[config.mk]
export PLATFORM = sky130hd
export DESIGN_NAME = mbist_march_ctrl
export DESIGN_NICKNAME = d
export VERILOG_FILES = /design/src/rtl/mbist_march_ctrl.sv
export SDC_FILE = /design/constraint.sdc
export NUM_CORES = 1
export LEC_CHECK = 0
export CELL_PAD_IN_SITES_DETAIL_PLACEMENT = 0
export CELL_PAD_IN_SITES_GLOBAL_PLACEMENT = 1
export CORE_MARGIN = 2
export CORE_UTILIZATION = 37
export CTS_BUF_LIST = sky130_fd_sc_hd__clkbuf_16
export CTS_CLUSTER_DIAMETER = 50
export DETAILED_ROUTE_END_ITERATION = 8
export PLACE_DENSITY = 0.81
export SYNTH_ARGS = -nofsm -noshare
export SYNTH_HDL_FRONTEND = slang
export SYNTH_SLANG_ARGS = --single-unit
[constraint.sdc]
create_clock -name clk -period 2.5 [get_ports clk]
set_clock_uncertainty 0.1 [all_clocks]
set_input_delay 0.5 -clock clk [delete_from_list [all_inputs] [get_ports clk]]
set_output_delay 0.5 -clock clk [all_outputs]
set_load 0.03 [all_outputs]
[src/rtl/mbist_march_ctrl.sv]
// March C- memory BIST controller: one memory op per cycle, wdata staged one op ahead,
// reads checked two cycles later with sticky first-failure capture.
module mbist_march_ctrl #(
    parameter int DATA_WIDTH = 8,
    parameter int ADDR_WIDTH = 7,
    parameter int LAST_ADDR  = 71,
    parameter int ERR_W      = 8
) (
    input  logic                  clk,
    input  logic                  rst_n,
    input  logic                  start,
    output logic                  write_read,
    output logic [ADDR_WIDTH-1:0] address,
    output logic [DATA_WIDTH-1:0] wdata,
    input  logic [DATA_WIDTH-1:0] rdata,
    output logic                  busy,
    output logic                  done,
    output logic                  fail,
    output logic [ADDR_WIDTH-1:0] fail_addr,
    output logic [2:0]            fail_elem,
    output logic [ERR_W-1:0]      err_count
);

    localparam int STAGES = 2;
    localparam logic [ADDR_WIDTH-1:0] LAST = ADDR_WIDTH'(LAST_ADDR);
    localparam logic [DATA_WIDTH-1:0] ONES = '1;

    typedef enum logic [1:0] {IDLE, RUN, DRAIN, DONE} state_t;

    typedef struct packed {
        logic [DATA_WIDTH-1:0] exp;
        logic [ADDR_WIDTH-1:0] addr;
        logic [2:0]            elem;
    } cmp_t;

    state_t                state;
    logic [2:0]            elem;
    logic [ADDR_WIDTH-1:0] addr;
    logic                  phase;
    logic                  last_op;
    logic                  drain_cnt;
    logic [STAGES:0]       vld_pipe;
    cmp_t [STAGES:0]       cmp_pipe;

    logic                  issue;
    logic                  is_down;
    logic                  op_wr;
    logic                  op_last;
    logic                  elem_end;
    logic [DATA_WIDTH-1:0] op_exp;
    logic [2:0]            nxt_elem;
    logic [ADDR_WIDTH-1:0] nxt_addr;
    logic                  nxt_phase;
    logic [DATA_WIDTH-1:0] nxt_wdata;

    // E1..E4 are read-then-write pairs; E0 is write-only, E5 read-only.
    function automatic logic is_rw(input logic [2:0] e);
        return (e >= 3'd1) && (e <= 3'd4);
    endfunction

    function automatic logic [DATA_WIDTH-1:0] wr_val(input logic [2:0] e);
        return ((e == 3'd1) || (e == 3'd3)) ? ONES : '0;
    endfunction

    function automatic logic [DATA_WIDTH-1:0] rd_val(input logic [2:0] e);
        return ((e == 3'd2) || (e == 3'd4)) ? ONES : '0;
    endfunction

    // elem/addr/phase name the op to issue next; the nxt_* values name the one after it.
    always_comb begin
        is_down   = (elem == 3'd3) || (elem == 3'd4);
        op_wr     = (elem == 3'd0) || (is_rw(elem) && phase);
        op_exp    = rd_val(elem);
        op_last   = (elem == 3'd5) && (addr == LAST);
        elem_end  = is_down ? (addr == '0) : (addr == LAST);
        nxt_elem  = elem;
        nxt_addr  = addr;
        nxt_phase = 1'b0;
        if (is_rw(elem) && !phase) begin
            nxt_phase = 1'b1;
        end else if (elem_end) begin
            nxt_elem = elem + 3'd1;
            nxt_addr = ((elem == 3'd2) || (elem == 3'd3)) ? LAST : '0;
        end else begin
            nxt_addr = is_down ? addr - ADDR_WIDTH'(1) : addr + ADDR_WIDTH'(1);
        end
        nxt_wdata = wr_val(nxt_elem);
        issue     = ((state == RUN) && !last_op) ||
                    (((state == IDLE) || (state == DONE)) && start);
    end

    always_ff @(posedge clk) begin
        if (!rst_n) begin
            state      <= IDLE;
            write_read <= 1'b0;
            address    <= '0;
            wdata      <= '0;
            busy       <= 1'b0;
            done       <= 1'b0;
            fail       <= 1'b0;
            fail_addr  <= '0;
            fail_elem  <= '0;
            err_count  <= '0;
            elem       <= '0;
            addr       <= '0;
            phase      <= 1'b0;
            last_op    <= 1'b0;
            drain_cnt  <= 1'b0;
            vld_pipe   <= '0;
            cmp_pipe   <= '0;
        end else begin
            vld_pipe <= {vld_pipe[STAGES-1:0], 1'b0};
            for (int i = STAGES; i > 0; i--) cmp_pipe[i] <= cmp_pipe[i-1];

            if (vld_pipe[STAGES] && (rdata != cmp_pipe[STAGES].exp)) begin
                if (err_count != '1) err_count <= err_count + ERR_W'(1);
                if (!fail) begin
                    fail      <= 1'b1;
                    fail_addr <= cmp_pipe[STAGES].addr;
                    fail_elem <= cmp_pipe[STAGES].elem;
                end
            end

            // Start clearing sits after the compare so it wins on the same edge.
            case (state)
                IDLE, DONE: begin
                    if (start) begin
                        state     <= RUN;
                        busy      <= 1'b1;
                        done      <= 1'b0;
                        fail      <= 1'b0;
                        fail_addr <= '0;
                        fail_elem <= '0;
                        err_count <= '0;
                    end
                end
                RUN: begin
                    if (last_op) begin
                        state     <= DRAIN;
                        drain_cnt <= 1'b0;
                    end
                end
                DRAIN: begin
                    if (drain_cnt) begin
                        state <= DONE;
                        busy  <= 1'b0;
                        done  <= 1'b1;
                    end else begin
                        drain_cnt <= 1'b1;
                    end
                end
                default: state <= IDLE;
            endcase

            if (issue) begin
                write_read  <= op_wr;
                address     <= addr;
                wdata       <= nxt_wdata;
                elem        <= nxt_elem;
                addr        <= nxt_addr;
                phase       <= nxt_phase;
                last_op     <= op_last;
                vld_pipe[0] <= !op_wr;
                cmp_pipe[0] <= '{exp: op_exp, addr: addr, elem: elem};
            end else begin
                // Parked on E0 w0 @0 so the next start issues immediately with wdata=0.
                write_read <= 1'b0;
                address    <= '0;
                wdata      <= '0;
                elem       <= '0;
                addr       <= '0;
                phase      <= 1'b0;
                last_op    <= 1'b0;
            end
        end
    end

endmodule

==> out/qor.yml <==
run_status:
  run_status: "finished clean"
synth:
  yosysUniqueCellTypes: 49
  synth_most_common_cell: "dfxtp_1"
  ys_seq_area_share_pct: 48.72
  synth.area.top_cells: "dfxtp_1, nand2_1, ha_1"
  synth_fp_nets: 396
  syn_area_um2: 3328
  synth_top_cell_by_area: "dfxtp_1"
  synth_edf_count: 0
  synthFlopType: "dfxtp_1"
  synth_seq_cells: 81
  async_flop_share_pct: 0
  synth_area_per_cell_um2: 9.019
  yosysWarningCount: 0
  syn_inst: 369
  synth_top_area_share_pct: 48.72
  synth_commonest_cells: "dfxtp_1, nand2_1, and2_1"
setup_path:
  path_class: "reg2reg"
  cp-end-kind: "flip-flop"
  r2r-start: "elem[1]"
  crit_fanout: 4
  worstPathCellList: "buf_4 -> ha_1 -> mux2i_4 -> buf_4 -> fa_1 -> nand2b_1 -> a21oi_1 -> o22ai_1 -> xnor2_1 -> o22ai_1"
  worstSetupStartpointType: "flip-flop"
  r2r_end: "addr[6]"
  ff2ff_path_depth: 10
  critPathMaxStageDelay_ps: 400
  r2r_setup_slack_ps: 150
  critPathArrivalTime_ps: 2470
  required_ps: 2620
  slowest_stage: "fa_1"
place:
  portBuffers: 47
  pre_cts_ws_ps: -95.60
  place.gp.congestion: 0.8386
  hpwl_um: 4486
drt:
  routedWlPerCell_um: 11.44
  drc: 0
  viasPerCell: 4.794
  drt-total-wl_um: 6155
  vias: 2579
  drt_pre_antenna_iters: 4
  ant_nets: 0
  drtIter0Drc: 41
sta:
  fin_ws_ps: 152.2
  rsz0062_at_grt: "false"
  max_slew_margin_pct: 39.03
  drv_slew: 0
  fmax_ghz: 0.4259
  setup_viol: 0
  hold_viol: 0
  worst_pin_slew_ps: 909.7
  min_period_over_period_pct: 93.91
  min_period_ps: 2348
pwr:
  total_power_mw: 3.407
  peakVddDrop_uv: 439.6
  switching_power_mw: 0.9458
  p_seq_share_pct: 41.5
  combPwrFrac_pct: 17.9
  switching_share_pct: 27.76
  p_leak_nw: 1.760
  internal_power_mw: 2.461
  clkPwrFrac_pct: 40.6
  power.density_nw_per_um2: 788.6
final_layout:
  final_nets: 452
  num_antenna_cells: 0
  synthToLayoutAreaGrowth_pct: 29.81
  drive_gt1_share_pct: 10.93
floorplanning:
  ios: 48
  die_x_um: 98.84
  die_area_um2: 9769
  rows: 34
  initial_core_util_pct: 38.16
  fp.dieH_um: 98.84
  core_area_um2: 8721
clock_tree:
  htreeDepth: 3
  cts_max_path_buffers: 2
  cts_setup_buffers: 0
  cts_tree: "built"
  cts_sinks: 81
  root_buffer: "clkbuf_16"
  numCtsBuffers: 9
  clkLatencyLatePin_ps: 330
  clkSlewWorstSetupHoldPaths_ps: 60
  ctsHoldBuffers: 0
global_route:
  grt_pass1_wl_um: 10700
  grt_overflow: 0
  grt_pass1_vias: 2413
  antenna_found_initial: 0
  grt_max_degree: 28
  grtUsageTotal_pct: 13.32
run:
  timing.max_cap.violations: 0
min_path:
  hold_depth: 1
  hold_class: "reg2reg"
  min_to: "cmp_pipe[45]"
  hp-start: "cmp_pipe[27]"
## layout by cell type, fill, tap and decap left out, types with 3 or more instances in the layout
master / Yosys / final
clkdlybuf4s50_1: 0 / 47
mux2i_1: 5 / 4
a21oi_1: 14 / 14
inv_1: 13 / 12
nor4_1: 4 / 4
o21ai_1: 4 / 4
o21ai_0: 13 / 13
and3_1: 8 / 8
nand2b_1: 6 / 6
nand2_1: 53 / 53
buf_4: 7 / 21
xnor2_1: 3 / 3
ha_1: 15 / 15
dfxtp_1: 81 / 81
nand4_1: 4 / 4
a21boi_0: 11 / 10
nor2b_1: 5 / 5
nor3_1: 4 / 3
or3_1: 3 / 3
clkbuf_16: 0 / 9
clkinv_4: 0 / 3
nand3_1: 14 / 14
nor2_1: 23 / 23
and2_1: 29 / 29
## kinds of logic (layout without fill, tap and decap cells)
family / after synthesis / in the layout / synth area share (%)
flip-flops: 81 / 81 / 48.72
AO/OA/AOI/OAI: 66 / 66 / 13.12
AND/OR/NAND/NOR: 159 / 159 / 23.83
adder cells (fa/ha/maj): 16 / 16 / 6.241
buffers and inverters: 36 / 97 / 4.925
XOR/XNOR: 5 / 5 / 1.316
multiplexers: 6 / 6 / 1.842
## power groups by stage
stage,Sequential (mW),Combinational [mW],Clock (mW)
2_1_floorplan,1.46,0.411,0
3_3_place_gp,1.44,0.600,0
3_5_place_dp,1.44,0.618,0
4_1_cts,1.41,0.619,1.42
5_1_grt,1.42,0.691,1.48
6_report,1.41,0.609,1.38
## cell type report
type                       count  area, um^2
clock buffer                   9       225.2
clock inverter                 7       95.09
fill                         819        4400
inverter                      13       48.80
multi-input combinational    252        1567
sequential                    81        1622
tap                          108       135.1
timing repair buffer          68       628.1
## state kept, by name, indices dropped and copies added (netlist names)
signal / cells
addr: 7
address: 7
busy: 1
cmp_pipe: 33
done: 1
drain_cnt: 1
elem: 3
err_count: 8
fail: 1
fail_addr: 7
fail_elem: 3
last_op: 1
phase: 1
state: 2
vld_pipe: 3
wdata: 1
write_read: 1
## worst max-delay path, delay by kind of cell, from the launching register on
family / cells / cell delay [ps]
AOI/OAI and AO/OA: 3 / 410
muxes: 1 / 100
xor gates and xnor gates: 1 / 170
and+or+nand+nor: 1 / 200
adders and majority gates: 2 / 600
buffers and inverters: 2 / 290
DFF: 1 / 380
## stage by stage
step / TNS (ps) / cells / utilization, % / hold WS (ps) / area [um^2]
after detailed placement: -368.6 / 522 / 45.70 / 316.9 / 3985
after global placement: -102.3 / 522 / 45.70 / 317.2 / 3985
final: 0 / 538 / 49.54 / 330.5 / 4320
after floorplan: 0 / 369 / - / 311.9 / 3332
after CTS: 0 / 538 / 49.37 / 331.3 / 4305
after global routing: 0 / 538 / 49.54 / 355.6 / 4320
## per-layer routing
metal	track usage, %	wire [um]	up-vias
met2	21.67	2875	39
li1	-	-	1362
met1	16.44	2935	1167
met4	5.058	106	0
met5	0	0	-
met3	4.326	238	11
## worst max path at each step
stage | start | end | slack (ps) | cells after the start
floorplan | elem[0] | addr[5] | 50 | 10
global placement | rdata[3] | err_count[0] | -60 | 8
detailed placement | rdata[3] | err_count[0] | -100 | 8
CTS | elem[1] | addr[5] | 10 | 10
global route | elem[1] | addr[5] | 6 | 10
finish | elem[1] | addr[6] | 150 | 10
## repair_timing
action | CTS | global route
endpoints found under the setup margin | 1 | 4
gates resized for setup | 1 | 3
gates cloned | 0 | 0
Power figures use the tool's default switching activity.
